--- src/rtl/divider_frontend_pkg.sv ---
// Shared definitions for the divider request frontend.
// Op encodings, FSM states and op-class predicates.
package divider_frontend_pkg;

  localparam logic [1:0] OP_DIV  = 2'b00;
  localparam logic [1:0] OP_DIVU = 2'b01;
  localparam logic [1:0] OP_REM  = 2'b10;
  localparam logic [1:0] OP_REMU = 2'b11;

  typedef enum logic [1:0] {
    ST_IDLE,
    ST_ISSUE,
    ST_WAIT,
    ST_RESPOND
  } state_e;

  function automatic logic is_signed_op(input logic [1:0] op);
    return (op == OP_DIV) || (op == OP_REM);
  endfunction

  function automatic logic is_rem_op(input logic [1:0] op);
    return (op == OP_REM) || (op == OP_REMU);
  endfunction

endpackage

--- src/rtl/twos_complement_magnitude.sv ---
// Splits a two's-complement or unsigned value into sign and magnitude.
// The negation wraps, so the most negative value maps to 0x8..0.
module twos_complement_magnitude #(
  parameter int W = 64
) (
  input  logic [W-1:0] value_i,
  input  logic         signed_en_i,
  output logic         sign_o,
  output logic [W-1:0] magnitude_o
);

  assign sign_o      = signed_en_i & value_i[W-1];
  assign magnitude_o = sign_o ? (-value_i) : value_i;

endmodule

--- src/rtl/divider_request_frontend.sv ---
// Operand preparation and result sign fixup around the SRT divider core.
// Divide-by-zero and signed overflow are answered without the core.
module divider_request_frontend
  import divider_frontend_pkg::*;
#(
  parameter int OPERAND_WIDTH_IN_BITS = 64,
  parameter int TAG_WIDTH_IN_BITS     = 8
) (
  input  logic                             clk_in,
  input  logic                             reset_in,
  input  logic                             request_valid_in,
  output logic                             request_ready_out,
  input  logic [1:0]                       request_op_in,
  input  logic [OPERAND_WIDTH_IN_BITS-1:0] request_dividend_in,
  input  logic [OPERAND_WIDTH_IN_BITS-1:0] request_divisor_in,
  input  logic [TAG_WIDTH_IN_BITS-1:0]     request_tag_in,
  output logic                             div_request_valid_out,
  input  logic                             div_request_ack_in,
  output logic                             div_dividend_sign_out,
  output logic                             div_divisor_sign_out,
  output logic [OPERAND_WIDTH_IN_BITS-1:0] div_dividend_out,
  output logic [OPERAND_WIDTH_IN_BITS-1:0] div_divisor_out,
  input  logic                             div_result_valid_in,
  output logic                             div_result_ack_out,
  input  logic [OPERAND_WIDTH_IN_BITS-1:0] div_quotient_in,
  input  logic [OPERAND_WIDTH_IN_BITS-1:0] div_remainder_in,
  output logic                             result_valid_out,
  input  logic                             result_ready_in,
  output logic [OPERAND_WIDTH_IN_BITS-1:0] result_out,
  output logic [TAG_WIDTH_IN_BITS-1:0]     result_tag_out
);

  localparam int W = OPERAND_WIDTH_IN_BITS;
  localparam int T = TAG_WIDTH_IN_BITS;
  localparam logic [W-1:0] MIN_NEG = {1'b1, {(W-1){1'b0}}};
  localparam logic [W-1:0] ONES    = {W{1'b1}};

  state_e         state_q;
  logic           ready_q;
  logic           req_valid_q;
  logic           res_ack_q;
  logic           res_valid_q;
  logic           dd_sign_q;
  logic           dv_sign_q;
  logic [W-1:0]   dd_mag_q;
  logic [W-1:0]   dv_mag_q;
  logic           rem_q;
  logic [W-1:0]   result_q;
  logic [T-1:0]   tag_q;

  logic           signed_op;
  logic           rem_op;
  logic           dd_sign_d;
  logic           dv_sign_d;
  logic [W-1:0]   dd_mag_d;
  logic [W-1:0]   dv_mag_d;
  logic           div_zero;
  logic           overflow;
  logic [W-1:0]   special_d;
  logic [W-1:0]   core_mag;
  logic           core_neg;
  logic [W-1:0]   fixup_d;

  assign signed_op = is_signed_op(request_op_in);
  assign rem_op    = is_rem_op(request_op_in);

  twos_complement_magnitude #(.W(W)) u_dividend (
    .value_i     (request_dividend_in),
    .signed_en_i (signed_op),
    .sign_o      (dd_sign_d),
    .magnitude_o (dd_mag_d)
  );

  twos_complement_magnitude #(.W(W)) u_divisor (
    .value_i     (request_divisor_in),
    .signed_en_i (signed_op),
    .sign_o      (dv_sign_d),
    .magnitude_o (dv_mag_d)
  );

  assign div_zero = (request_divisor_in == '0);
  assign overflow = signed_op
                  && (request_dividend_in == MIN_NEG)
                  && (request_divisor_in == ONES);

  always_comb begin
    special_d = rem_op ? '0 : MIN_NEG;
    if (div_zero) begin
      special_d = rem_op ? request_dividend_in : ONES;
    end
  end

  // Latched signs decide the result sign; the core's magnitude is unsigned.
  assign core_mag = rem_q ? div_remainder_in : div_quotient_in;
  assign core_neg = rem_q ? dd_sign_q : (dd_sign_q ^ dv_sign_q);
  assign fixup_d  = core_neg ? (-core_mag) : core_mag;

  always_ff @(posedge clk_in or posedge reset_in) begin
    if (reset_in) begin
      state_q     <= ST_IDLE;
      ready_q     <= 1'b0;
      req_valid_q <= 1'b0;
      res_ack_q   <= 1'b0;
      res_valid_q <= 1'b0;
      dd_sign_q   <= 1'b0;
      dv_sign_q   <= 1'b0;
      dd_mag_q    <= '0;
      dv_mag_q    <= '0;
      rem_q       <= 1'b0;
      result_q    <= '0;
      tag_q       <= '0;
    end else begin
      unique case (state_q)
        ST_IDLE: begin
          ready_q <= 1'b1;
          if (request_valid_in && ready_q) begin
            ready_q   <= 1'b0;
            dd_sign_q <= dd_sign_d;
            dv_sign_q <= dv_sign_d;
            dd_mag_q  <= dd_mag_d;
            dv_mag_q  <= dv_mag_d;
            rem_q     <= rem_op;
            tag_q     <= request_tag_in;
            if (div_zero || overflow) begin
              result_q    <= special_d;
              res_valid_q <= 1'b1;
              state_q     <= ST_RESPOND;
            end else begin
              req_valid_q <= 1'b1;
              state_q     <= ST_ISSUE;
            end
          end
        end
        ST_ISSUE: begin
          if (div_request_ack_in) begin
            req_valid_q <= 1'b0;
            res_ack_q   <= 1'b1;
            state_q     <= ST_WAIT;
          end
        end
        ST_WAIT: begin
          if (div_result_valid_in) begin
            result_q    <= fixup_d;
            res_ack_q   <= 1'b0;
            res_valid_q <= 1'b1;
            state_q     <= ST_RESPOND;
          end
        end
        ST_RESPOND: begin
          if (result_ready_in) begin
            res_valid_q <= 1'b0;
            ready_q     <= 1'b1;
            state_q     <= ST_IDLE;
          end
        end
        default: state_q <= ST_IDLE;
      endcase
    end
  end

  assign request_ready_out     = ready_q;
  assign div_request_valid_out = req_valid_q;
  assign div_dividend_sign_out = dd_sign_q;
  assign div_divisor_sign_out  = dv_sign_q;
  assign div_dividend_out      = dd_mag_q;
  assign div_divisor_out       = dv_mag_q;
  assign div_result_ack_out    = res_ack_q;
  assign result_valid_out      = res_valid_q;
  assign result_out            = result_q;
  assign result_tag_out        = tag_q;

endmodule
--- config.mk ---
export PLATFORM = sky130hd
export DESIGN_NAME = divider_request_frontend
export DESIGN_NICKNAME = d
export VERILOG_FILES = /design/src/rtl/divider_frontend_pkg.sv /design/src/rtl/twos_complement_magnitude.sv /design/src/rtl/divider_request_frontend.sv
export SDC_FILE = /design/constraint.sdc
export NUM_CORES = 1
export LEC_CHECK = 0
export ABC_AREA = 1
export BUFFER_PORTS_ARGS = -buffer_cell sky130_fd_sc_hd__buf_4
export CORE_MARGIN = 2
export CORE_UTILIZATION = 30
export CTS_CLUSTER_SIZE = 25
export DETAILED_ROUTE_END_ITERATION = 6
export GPL_TIMING_DRIVEN = 0
export HOLD_SLACK_MARGIN = 0.12
export PLACE_DENSITY_LB_ADDON = 0.25
export SLEW_MARGIN = 20
export SYNTH_ARGS = -nofsm -noshare
export SYNTH_HDL_FRONTEND = slang
export SYNTH_SLANG_ARGS = --single-unit
--- constraint.sdc ---
create_clock -name clk_in -period 11.2 [get_ports clk_in]
set_clock_uncertainty 0.15 [all_clocks]
set_input_delay 1.68 -clock clk_in [delete_from_list [all_inputs] [get_ports clk_in]]
set_output_delay 1.68 -clock clk_in [all_outputs]
set_load 0.05 [all_outputs]
Word level (Yosys, flattened, before mapping)
Index checks and enable logic that the tools add are counted.
{ "word_totals": {"reg_bits": 209, "latch_bits": 0, "ramBits": 0, "rom_bits": 0, "input_bits": 272, "output_inout_bits": 206, "wordCells": 85, "mem_count": 0} }
{ "op_classes": {"add_sub_neg": 3, "n_mul": 0, "div": 0, "magnitude_cmp": 0, "n_eq_ne": 13, "n_shift": 0, "muxes": 33, "n_bitwise": 3, "n_reduce_logical": 21} }
{ "ops": {"columns": ["op", "n"], "rows": [
  ["two-way mux 64 bit", 10],
  ["negator 64 bit", 3],
  ["equality test 64 bit, second input constant", 2],
  ["case mux 64 bit (2 select lines)", 1],
  ["zero test 64 bit", 1],
  ["two-way mux 1 bit", 12],
  ["inequality test 2 bit, second input constant", 6],
  ["AND reduction 4 bit", 3],
  ["two-way mux 2 bit", 5],
  ["equality test 2 bit, second input constant", 4],
  ["case mux 2 bit (4 select lines)", 1],
  ["nonzero test 2 bit", 4],
  ["case mux 1 bit (2 select lines)", 3],
  ["AND reduction 5 bit", 1],
  ["zero test 2 bit", 2],
  ["AND reduction 2 bit", 2],
  ["logical AND 1 bit", 3],
  ["logical OR 1 bit", 3],
  ["case mux 1 bit (3 select lines)", 1],
  ["AND reduction 3 bit", 1],
  ["nonzero test 3 bit", 1],
  ["AND 1 bit", 2],
  ["equality test 2 x 1 -> 1 bit, second input constant", 1],
  ["XOR 1 bit", 1]
]} }

Longest topological paths before layout
Gate-level depths: netlist of the first run.
{ "logic_depth": {"depth_word": 8, "mapped_depth": 18, "ltp_nobuf": 17} }

Cells and area by module
A second synthesis of the first run with hierarchy kept.
{ "hier_totals": {"cells_unflattened": 2859, "area_unflattened_um2": 18158.7} }
{ "modules_own_cells": {"columns": ["module", "instances", "cells_per_inst", "area_each_um2", "seq_area_each_um2"], "rows": [
  ["divider_request_frontend", 1, 1889, 13381.6, 5230.0],
  ["twos_complement_magnitude", 2, 485, 2388.5, 0.0]
]} }

Worst setup path after synthesis of the first run
OpenSTA, ideal clock, no wires.
{ "synth_path": {"path_kind": "input to register", "from": "input port request_divisor_in[0]", "to": "register result_q[10], in the netlist result_out[10]", "setup_ns": 0.118, "arrival_time_ns": 3.142, "required_ns": 10.932, "slack_ns": 7.790, "path_stages": 12, "path_buffers": 1, "cell_sequence": "inv_1 ha_1 nand3_2 nor2_4 nand4_2 nor2_4 nand3_4 nand3_4 nand2_4 clkbuf_1 nand2_1 nand2_1"} }
{ "synth_via": {"elab_chain_cells": 5, "word_cells_on_any_way": 10, "cone_classes": "eq/ne: 2; mux: 4; reduce/logical: 4"} }
{ "synth_lines": {"columns": ["item", "line", "rtl"], "rows": [
  ["start, declared", "divider_request_frontend.sv:15", "input logic [OPERAND_WIDTH_IN_BITS-1:0] request_divisor_in,"],
  ["zero test 64 bit or equality test 64 bit (tied branches)", "divider_request_frontend.sv:81, divider_request_frontend.sv:84", null],
  ["two-way mux 64 bit or logical AND 1 bit (tied branches)", "divider_request_frontend.sv:88, divider_request_frontend.sv:84", null],
  ["two-way mux 64 bit or logical OR 1 bit (tied branches)", "divider_request_frontend.sv:124", "if (div_zero || overflow) begin"],
  ["two-way mux 64 bit or inequality test 2 bit (tied branches)", null, null],
  ["case mux 64 bit (2 select lines) or AND reduction 4 bit (tied branches)", null, null],
  ["end signal, assigned", "divider_request_frontend.sv:125", "result_q <= special_d;"],
  ["end signal, assigned", "divider_request_frontend.sv:143", "result_q <= fixup_d;"],
  ["end, declared", "divider_request_frontend.sv:48", "logic [W-1:0] result_q;"]
]} }
Parallel ways exist; a longest one is shown, timed or not. The select of a mux whose other input is x is not followed.
A chain may end at the register's enable or synchronous reset.

Worst setup path after layout of the first run
{ "layout_path": {"from": "input port request_valid_in", "to": "register dv_mag_q[37], in the netlist div_divisor_out[37]"} }
{ "layout_via": {"elab_chain_cells": 2} }
{ "layout_lines": {"columns": ["item", "line", "rtl"], "rows": [
  ["start, declared", "divider_request_frontend.sv:11", "input logic request_valid_in,"],
  ["logical AND 1 bit", "divider_request_frontend.sv:116", "if (request_valid_in && ready_q) begin"],
  ["AND reduction 2 bit (no line)", null, null],
  ["end signal, assigned", "divider_request_frontend.sv:121", "dv_mag_q <= dv_mag_d;"],
  ["end, declared", "divider_request_frontend.sv:46", "logic [W-1:0] dv_mag_q;"]
]} }
No other way between the ends.

==> flow_summary.json, run 1 <==
{
  "status": "finished, final reports clean",
  "hold_violations": 0,
  "drc": 0,
  "wl_microns": 84850,
  "cts_sinks": 209,
  "cts_max_path_buffers": 3,
  "timing.critical_path.slowest_cell_delay_ns": 0.81,
  "crit_end": "div_divisor_out[37]$_DFFE_PP0P_",
  "antenna_found_initial": 15,
  "die_y_microns": 241.9,
  "synthMuxAreaShare": 0,
  "rr_startpoint": "state_q[1]$_DFFE_PP0P_",
  "startpoint": "request_valid_in",
  "crit_path_end_kind": "flip-flop",
  "synth_warnings": 0,
  "layout.nets": 3646,
  "insertion_delay_ns": 0.58,
  "fillers": 6306,
  "async_flop_share": 1.000,
  "cts_resized": 0,
  "pwr-share-clk": 0.155,
  "slowest_stage": "clkbuf_1",
  "synth_edf_count": 0,
  "grt_pass1_vias": 19630,
  "viasPerCell": 4.982,
  "period_minus_slack_ns": 4.080,
  "period_share": 0.3643,
  "switching_power_mw": 3.517,
  "cts_tree": "yes",
  "place_hpwl_microns": 70110,
  "cpLargestDelayFamily": "buffers and inverters",
  "hp-start": "result_tag_out[0]$_DFFE_PP0P_",
  "synth.top_cell.area_share": 0.3080,
  "synth_top_family_by_area": "simple AND/OR/NAND/NOR gates",
  "seq_area_sq_um": 5230,
  "synth.most_common_cell": "nand2_1",
  "io_pins": 478,
  "powerDensity_nw_per_um2": 278.5,
  "via_count": 20660,
  "htree_levels": 1,
  "maxSlewViolCount": 0,
  "drtIter0Drc": 2114,
  "pwr-share-comb": 0.638,
  "cts_made_buffers": 28,
  "crit_arrival_ns": 4.44,
  "routedWlPerCell_microns": 20.46,
  "synthTopCellsByArea": "dfrtp_1, nand2_1, nor2_1",
  "io_buffer_count": 476,
  "coreArea_sq_um": 56170,
  "synth_xor_area_frac": 0.04436,
  "setup-tns-final_ns": 0,
  "gp_congestion": 0.9737,
  "r2r-end": "div_divisor_out[37]$_DFFE_PP0P_",
  "synth_fa_ha_area_frac": 0.005895,
  "die-area_sq_um": 58520,
  "rrSetupSlack_ns": 7.17,
  "grt_usage": 0.2831,
  "path_buf_inv": 3,
  "p_leak_nw": 11.52,
  "grt_pass1_wl_microns": 125900,
  "crit_fanout": 10,
  "critPathKind": "input port to flip-flop",
  "ant_nets": 0,
  "setup_viol": 0,
  "grt_start_max_net_pins": 92,
  "post_cts_buffers": 0,
  "p_int_mw": 2.764,
  "synth_nets": 3138,
  "worstRegToRegCells": 9,
  "synth.avg_cell_area_sq_um": 5.941,
  "synth-compound-area-share": 0.09425,
  "synth-simple-area-share": 0.4553,
  "switching_share": 0.5600,
  "ys_ff_latch": 209,
  "layout.cells.non_filler": 4147,
  "cp_cell_sequence": "buf_4 -> nand2_1 -> nor2_1 -> clkbuf_1 -> clkbuf_1 -> nand3_1 -> nand2_1",
  "area_delta_synth_final_pct": 32.84,
  "placed_cells": 4092,
  "rsz0062_at_grt": "no",
  "critPathRequiredTime_ns": 11.56,
  "finalPower_mw": 6.281,
  "cp.depth": 7,
  "max_freq_ghz": 0.2451,
  "holdCritPathClass": "flip-flop to flip-flop",
  "dr.pass1.iters": 6,
  "initial_core_util": 0.3023,
  "cts_hold_buf": 0,
  "sequentialPowerShare": 0.207,
  "synth.top_cells.by_count": "nand2_1, nor2_1, inv_1",
  "ir_drop_v": 0.0001971,
  "worst_pin_slew_ns": 1.078,
  "seq_area_frac_synth": 0.3080,
  "syn-instance-count": 2858,
  "synth_flop_cell": "dfrtp_1",
  "fp.dieW_microns": 241.9,
  "synth_area_sq_um": 16980,
  "ys_types": 48,
  "maxCapViolCount": 0,
  "max_slew_margin": 0.2815,
  "rows": 87,
  "drive_gt1_frac": 0.1818,
  "multi_input_area_sq_um": 10190,
  "yosysTopAreaCell": "dfrtp_1",
  "start_kind": "input port",
  "path_clk_slew_ns": 0.06,
  "root_buffer": "clkbuf_16",
  "overflow": 0
}
final cells by class:
type	count	area share
antenna	3	0.0003328
clock buffer	38	0.03500
multi-input combinational	2268	0.4517
clock inverter	14	0.008542
inverter	273	0.04604
timing repair buffer	478	0.1609
buffer	108	0.02369
tap	756	0.04193
sequential	209	0.2319
worst reg2reg max path: cells and delay by family, from the launching register on:
family                     cells  cell delay (ns)
and+or+nand+nor                3             1.27
DFF                            1             0.40
adders and majority gates      1             0.15
buffers and inverters          5             2.00
worst min path at each step:
stage,endpoint,depth (start not counted)
6_report,result_tag_out[0]$_DFFE_PP0P_,2
5_1_grt,result_out[14]$_DFFE_PP0P_,2
4_1_cts,result_tag_out[0]$_DFFE_PP0P_,2
3_5_place_dp,result_tag_out[5]$_DFFE_PP0P_,2
3_3_place_gp,result_tag_out[0]$_DFFE_PP0P_,2
2_1_floorplan,state_q[0]$_DFFE_PP0P_,2
routing by layer:
metal  part of all wire  vias to the layer above  routed length (microns)  global-route usage
met2               0.42                      844                    35500              0.4202
met5             0.0012                        -                      106                   0
met1               0.46                     9599                    38740              0.4065
li1                   -                    10060                        -                   -
met3              0.091                      141                     7727             0.06636
met4              0.033                       18                     2780             0.08297
registers in the layout, summed over array words and instances, names as in the netlist, 2 cells and up:
name              cells
div_dividend_out     64
result_out           64
div_divisor_out      64
result_tag_out        8
state_q               2
per-stage QoR:
| step | setup slack [ns] | util | hold WS [ns] | instance area, sq um |
|---|---|---|---|---|
| after global routing | 7.018 | 0.4016 | 0.3474 | 22560 |
| after CTS | 7.169 | 0.4014 | 0.3243 | 22540 |
| after global placement | 0.6849 | 0.3828 | 0.3058 | 21500 |
| after detailed placement | 6.592 | 0.3839 | 0.3101 | 21560 |
| final | 7.120 | 0.4016 | 0.3216 | 22560 |
| after floorplan | 3.661 | - | 0.4014 | 16980 |
kinds of logic (layout without fill, tap and decap cells):
| group | Yosys count | after routing |
|---|---|---|
| AND/OR/NAND/NOR | 1870 | 1870 |
| other | 0 | 3 |
| buffers and inverters | 381 | 911 |
| adder cells (fa/ha/maj) | 8 | 8 |
| XOR/XNOR | 86 | 86 |
| AO/OA/AOI/OAI | 304 | 304 |
| flip-flops | 209 | 209 |
cells in the final DEF, fill, tap and decap left out, drive strengths merged, types with 10 or more instances in the layout:
cell    instances
nand2        1127
buf           517
nor2          401
inv           274
o21ai         250
dfrtp         209
nand3         201
clkbuf        107
xor2           69
nor3           57
nand4          49
a21oi          21
xnor2          17
o211ai         13
or2            12
nand3b         10
power groups by stage:
stage / Clock, mW / Combinational (mW) / Sequential (mW)
after floorplan: 0 / 1.48 / 2.38
after global placement: 0 / 3.96 / 1.30
after detailed placement: 0 / 3.97 / 1.30
after CTS: 0.996 / 3.99 / 1.29
after global routing: 1.02 / 4.30 / 1.34
final: 0.975 / 4.01 / 1.30
No activity file was read; power rests on OpenSTA's default activity.
==> run 2, diff against run 1 <==
- ABC_AREA: 1 -> 0
- clock period: 11.2 -> 4.15 ns (I/O delays scaled with it)
==> flow_summary.json, run 2 <==
{
  "ant_nets": 0,
  "synth_area_sq_um": 14520,
  "hold_violations": 0,
  "synthTopCellsByArea": "dfrtp_1, o21ai_0, nand2_1",
  "cts_sinks": 209,
  "path_buf_inv": 6,
  "grt_usage": 0.2791,
  "drive_gt1_frac": 0.2637,
  "async_flop_share": 1.000,
  "seq_area_sq_um": 5230,
  "max_freq_ghz": 0.2412,
  "critPathRequiredTime_ns": 4.46,
  "ir_drop_v": 0.0003213,
  "synth_edf_count": 0,
  "grt_pass1_vias": 15950,
  "cts_max_path_buffers": 3,
  "crit_fanout": 19,
  "dr.pass1.iters": 6,
  "fp.dieW_microns": 224.0,
  "setup_viol": 0,
  "ys_ff_latch": 209,
  "final_cell_mix": "buf_4, nand2_1, o21ai_0",
  "cts_tree": "yes",
  "slowest_stage": "mux2i_2",
  "synth.avg_cell_area_sq_um": 8.157,
  "die-area_sq_um": 50170,
  "insertion_delay_ns": 0.54,
  "synth_flop_cell": "dfrtp_1",
  "layout.nets": 2577,
  "powerDensity_nw_per_um2": 814.4,
  "via_count": 16290,
  "max_slew_margin": 0.2380,
  "maxSlewViolCount": 0,
  "cpLargestDelayFamily": "buffers and inverters",
  "synth_nets": 2060,
  "grt_start_max_net_pins": 33,
  "finalPower_mw": 16.40,
  "initial_core_util": 0.3041,
  "rows": 80,
  "cp_cell_sequence": "buf_4 -> buf_6 -> buf_12 -> buf_6 -> mux2i_2 -> ha_2 -> nor4b_2 -> a22oi_2 -> buf_12 -> nor4_4 -> buf_4 -> and3_1 -> a31o_2 -> mux2_2 -> a31oi_1",
  "htree_levels": 1,
  "coreArea_sq_um": 47750,
  "cts_made_buffers": 24,
  "crit_arrival_ns": 4.46,
  "setup-tns-final_ns": 0,
  "overflow": 0,
  "grt_pass1_wl_microns": 105600,
  "timing.critical_path.slowest_cell_delay_ns": 0.42,
  "place_hpwl_microns": 60860,
  "yosysTopAreaCell": "dfrtp_1",
  "worst_pin_slew_ns": 1.143,
  "status": "finished, final reports clean",
  "path_clk_slew_ns": 0.06,
  "ys_types": 73,
  "start_kind": "flip-flop",
  "syn-instance-count": 1780,
  "drc": 0,
  "fillers": 4853,
  "area_delta_synth_final_pct": 38.67,
  "period_minus_slack_ns": 4.146,
  "wl_microns": 73150,
  "routedWlPerCell_microns": 24.93,
  "synth.top_cells.by_count": "nand2_1, o21ai_0, dfrtp_1",
  "synth.most_common_cell": "nand2_1",
  "period_share": 0.9990,
  "die_y_microns": 224.0,
  "maxCapViolCount": 0,
  "mostFrequentLayoutCell": "buf_4",
  "io_pins": 478,
  "seq_area_frac_synth": 0.3602,
  "viasPerCell": 5.552,
  "io_buffer_count": 477,
  "synth_warnings": 0,
  "p_leak_nw": 8.596,
  "critPathKind": "flip-flop to flip-flop",
  "crit_path_end_kind": "flip-flop",
  "holdCritPathClass": "input port to flip-flop",
  "antenna_found_initial": 9,
  "root_buffer": "clkbuf_16",
  "gp_congestion": 0.9697,
  "drtIter0Drc": 1334,
  "synth.top_cell.area_share": 0.3602,
  "multi_input_area_sq_um": 8798
}
run 2: changes by cell type after synthesis, sizes merged, moves of 45 or more:
cell | before | now
inv | 272 | 33
nor4 | 4 | 49
a31oi | 3 | 62
nand3 | 201 | 20
nand2 | 1127 | 248
xnor2 | 17 | 105
a21oi | 21 | 93
mux2i | 0 | 64
nor2 | 401 | 131
run 2: timing repair:
item                       4_1_cts  5_1_grt
gates resized for setup         22       10
buffers inserted                 2        2
hold endpoints to repair        91        0
hold buffers                     5        0
gates cloned                     0        0
pin swaps                        4        4
setup endpoints to repair       35       22
run 2: area by class of cell:
cell class                      count  area share
Multi-Input combinational cell   1429      0.4370
Sequential cell                   209      0.2598
Timing Repair Buffer              494      0.1897
Tap cell                          615     0.03822
Clock buffer                       34     0.03673
Buffer                            106     0.02529
Inverter                           33    0.006339
Clock inverter                      8    0.006215
Antenna cell                        6   0.0007458
run 2: power by group:
part           leakage, nW  switching (mW)  internal, mW  total, mW
registers             2.60           0.684          3.02       3.71
logic                 5.58            7.23          3.13       10.4
clock network        0.426           0.906          1.42       2.33
run 2: final timing paths:
check / start / endpoint / slack, ns / cells past startpoint
setup reg to reg: rem_q$_DFFE_PP0P_ / result_out[62]$_DFFE_PP0P_ / 0.004 / 15
min in group asynchronous: reset_in / div_dividend_out[12]$_DFFE_PP0P_ / 0.42 / 3
setup / recovery: rem_q$_DFFE_PP0P_ / result_out[62]$_DFFE_PP0P_ / 0.004 / 15
hold / removal: request_tag_in[7] / result_tag_out[7]$_DFFE_PP0P_ / 0.14 / 3
hold reg to reg: div_dividend_out[46]$_DFFE_PP0P_ / div_dividend_out[46]$_DFFE_PP0P_ / 0.33 / 2
max in group asynchronous: reset_in / state_q[0]$_DFFE_PP0P_ / 2.76 / 5
run 2: cells by family after synthesis:
logic type | after synthesis | synth area share
muxes | 72 | 0.05033
adders and majority gates | 8 | 0.006894
and+or+nand+nor | 681 | 0.2365
DFF | 209 | 0.3602
xor gates and xnor gates | 171 | 0.1032
buffers and inverters | 142 | 0.04024
AOI/OAI and AO/OA | 497 | 0.2027
run 2: routing by layer:
metal | global-route usage | wire [microns] | vias up
li1 | - | - | 7514
met1 | 0.3366 | 29040 | 7950
met2 | 0.4912 | 35940 | 702
met3 | 0.06480 | 5905 | 117
met4 | 0.08581 | 2230 | 6
met5 | 0 | 29 | -
run 2: worst reg2reg max path, stage by stage, from the launching register on:
cell	delay, ns
dfrtp_1	0.41
buf_4	0.22
buf_6	0.21
buf_12	0.21
buf_6	0.27
mux2i_2	0.43
ha_2	0.32
nor4b_2	0.24
a22oi_2	0.18
buf_12	0.21
nor4_4	0.12
buf_4	0.19
and3_1	0.21
a31o_2	0.17
mux2_2	0.37
a31oi_1	0.16
run 2: through the flow:
step	util	area (sq um)	instances	hold WS, ns	worst slack [ns]
global route	0.4217	20130	2934	0.1383	-0.01368
global placement	0.3956	18890	2872	0.3086	-2.001
finish	0.4217	20130	2934	0.1399	0.004080
CTS	0.4199	20050	2926	0.1208	0.006849
detailed placement	0.3987	19040	2879	0.3172	-2.007
floorplan	-	14540	1780	0.3491	0.01281
==> run 3, diff against run 2 <==
- BUFFER_PORTS_ARGS: -buffer_cell sky130_fd_sc_hd__buf_4 -> default
- DONT_BUFFER_PORTS: default -> 1
- clock period: 4.15 -> 5.3 ns (I/O delays scaled with it)
==> flow_summary.json, run 3 (synthesis results as in run 2) <==
{
  "drc": 0,
  "dr.pass1.iters": 5,
  "maxCapViolCount": 0,
  "wl_microns": 71500,
  "root_buffer": "clkbuf_16",
  "ir_drop_v": 0.0002559,
  "critPathKind": "flip-flop to flip-flop",
  "io_pins": 478,
  "initial_core_util": 0.3041,
  "io_buffer_count": 0,
  "gp_congestion": 0.9501,
  "mostFrequentLayoutCell": "nand2_1",
  "die_y_microns": 224.0,
  "period_share": 0.9748,
  "powerDensity_nw_per_um2": 697.4,
  "final_cell_mix": "nand2_1, o21ai_0, dfrtp_1",
  "maxSlewViolCount": 0,
  "rows": 80,
  "timing.critical_path.slowest_cell_delay_ns": 0.46,
  "utilization": 0.3439,
  "routedWlPerCell_microns": 29.23,
  "crit_arrival_ns": 5.47,
  "cts_sinks": 209,
  "start_kind": "flip-flop",
  "cp_cell_sequence": "buf_2 -> buf_4 -> buf_4 -> buf_4 -> buf_4 -> buf_4 -> mux2i_2 -> ha_1 -> nor4b_1 -> a22oi_2 -> nor4_4 -> clkbuf_4 -> a41oi_1 -> xnor2_1 -> nand2_1 -> a31oi_1",
  "setup_ws_ns": 0.1336,
  "ant_nets": 0,
  "p_leak_nw": 6.222,
  "drive_gt1_frac": 0.06772,
  "path_clk_slew_ns": 0.07,
  "critPathRequiredTime_ns": 5.61,
  "period_minus_slack_ns": 5.166,
  "rsz0062_at_grt": "no",
  "grt_pass1_wl_microns": 101300,
  "via_count": 14260,
  "crit_fanout": 19,
  "die-area_sq_um": 50170,
  "drtIter0Drc": 1141,
  "cp_common_cell": "buf_4",
  "cts_max_path_buffers": 3,
  "pre_cts_ws_ns": -1.560,
  "insertion_delay_ns": 0.54,
  "area_delta_synth_final_pct": 13.09,
  "max_slew_margin": 0.2207,
  "worst_pin_slew_ns": 1.169,
  "grt_pass1_vias": 14000,
  "grt_usage": 0.2737,
  "fp.dieW_microns": 224.0,
  "viasPerCell": 5.830,
  "hold_violations": 0,
  "final_cell_area_sq_um": 16420,
  "place_hpwl_microns": 59890,
  "status": "finished, final reports clean",
  "cts_made_buffers": 24,
  "placed_cell_area_sq_um": 15470,
  "crit_path_end_kind": "flip-flop",
  "layout.nets": 2094,
  "holdCritPathClass": "input port to flip-flop",
  "coreArea_sq_um": 47750,
  "overflow": 0,
  "grt_start_max_net_pins": 34,
  "slowest_stage": "dfrtp_1",
  "diodes": 0,
  "htree_levels": 1,
  "cts_tree": "yes",
  "max_freq_ghz": 0.1936,
  "setup_viol": 0,
  "antenna_found_initial": 0
}
## run 3: cell types whose count changed in the layout (fill, tap and decap cells not counted), moves of 2 or more
cell and change:
buf_6 -3, bufinv_16 +2, buf_4 -475, dlygate4sd3_1 -4, clkbuf_8 -3, diode_2 -6
buf_12 -4, clkbuf_1 +2, nor4b_1 +2, a21oi_1 +2, a21oi_2 -2
## run 3: power by group
group          internal, mW  total (mW)  switching [mW]
clock network          1.17        1.89           0.714
logic                  1.39        3.84            2.44
registers              2.31        5.73            3.42
## run 3: critical path: cells and delay by family (launching register included)
kind,cells,cell delay [ns]
fa+ha+maj,1,0.28
mux,1,0.35
flops,1,0.46
xor+xnor,1,0.32
simple gates,3,0.87
compound gates,3,0.58
buf+inv,7,2.06
## run 3: path summary, 6_finish.rpt
check | to | from | cells past startpoint | slack [ns]
worst max register to register | result_out[44]$_DFFE_PP0P_ | rem_q$_DFFE_PP0P_ | 16 | 0.13
min in group asynchronous | result_tag_out[0]$_DFFE_PP0P_ | reset_in | 2 | 0.57
worst min register to register | state_q[1]$_DFFE_PP0P_ | state_q[1]$_DFFE_PP0P_ | 2 | 0.41
worst max-delay path | result_out[44]$_DFFE_PP0P_ | rem_q$_DFFE_PP0P_ | 16 | 0.13
worst min-delay path | result_tag_out[0]$_DFFE_PP0P_ | request_tag_in[0] | 2 | 0.22
max in group asynchronous | div_dividend_out[49]$_DFFE_PP0P_ | reset_in | 5 | 3.45
## run 3: cell type report
cell class	instances	area, sq um
plain buffers	107	467.9
fillers	5017	31330
inverters	33	127.6
well taps	615	769.5
clock buffers	33	705.7
clock inverters	10	181.4
flip-flops and latches	209	5230
repair buffers	10	175.2
multi-input cells	1429	8762
## run 3: repair_timing
action | in CTS | in global routing
setup endpoints to repair | 28 | 7
buffers inserted | 1 | 0
pin swaps | 2 | 1
hold buffers | 1 | 0
hold endpoints to repair | 10 | 0
resized for setup | 13 | 0
## run 3: stage by stage
stage / hold WS (ns) / setup TNS (ns) / power [mW] / instances
3_3_place_gp: 0.3821 / -34.95 / 9.525 / 2395
4_1_cts: 0.1875 / 0 / 11.50 / 2447
2_1_floorplan: 0.3491 / 0 / 8.008 / 1780
5_1_grt: 0.1948 / 0 / 12.02 / 2446
3_5_place_dp: 0.3965 / -28.55 / 9.589 / 2403
6_report: 0.2223 / 0 / 11.45 / 2446
## run 3: routing by layer
layer | share of wire | vias to the layer above | global-route usage | wire [microns]
met1 | 0.37 | 6986 | 0.3081 | 26770
met4 | 0.029 | 0 | 0.07828 | 2084
li1 | - | 6518 | - | -
met5 | 0 | - | 0 | 0
met2 | 0.50 | 651 | 0.4886 | 35650
met3 | 0.098 | 104 | 0.09313 | 6989
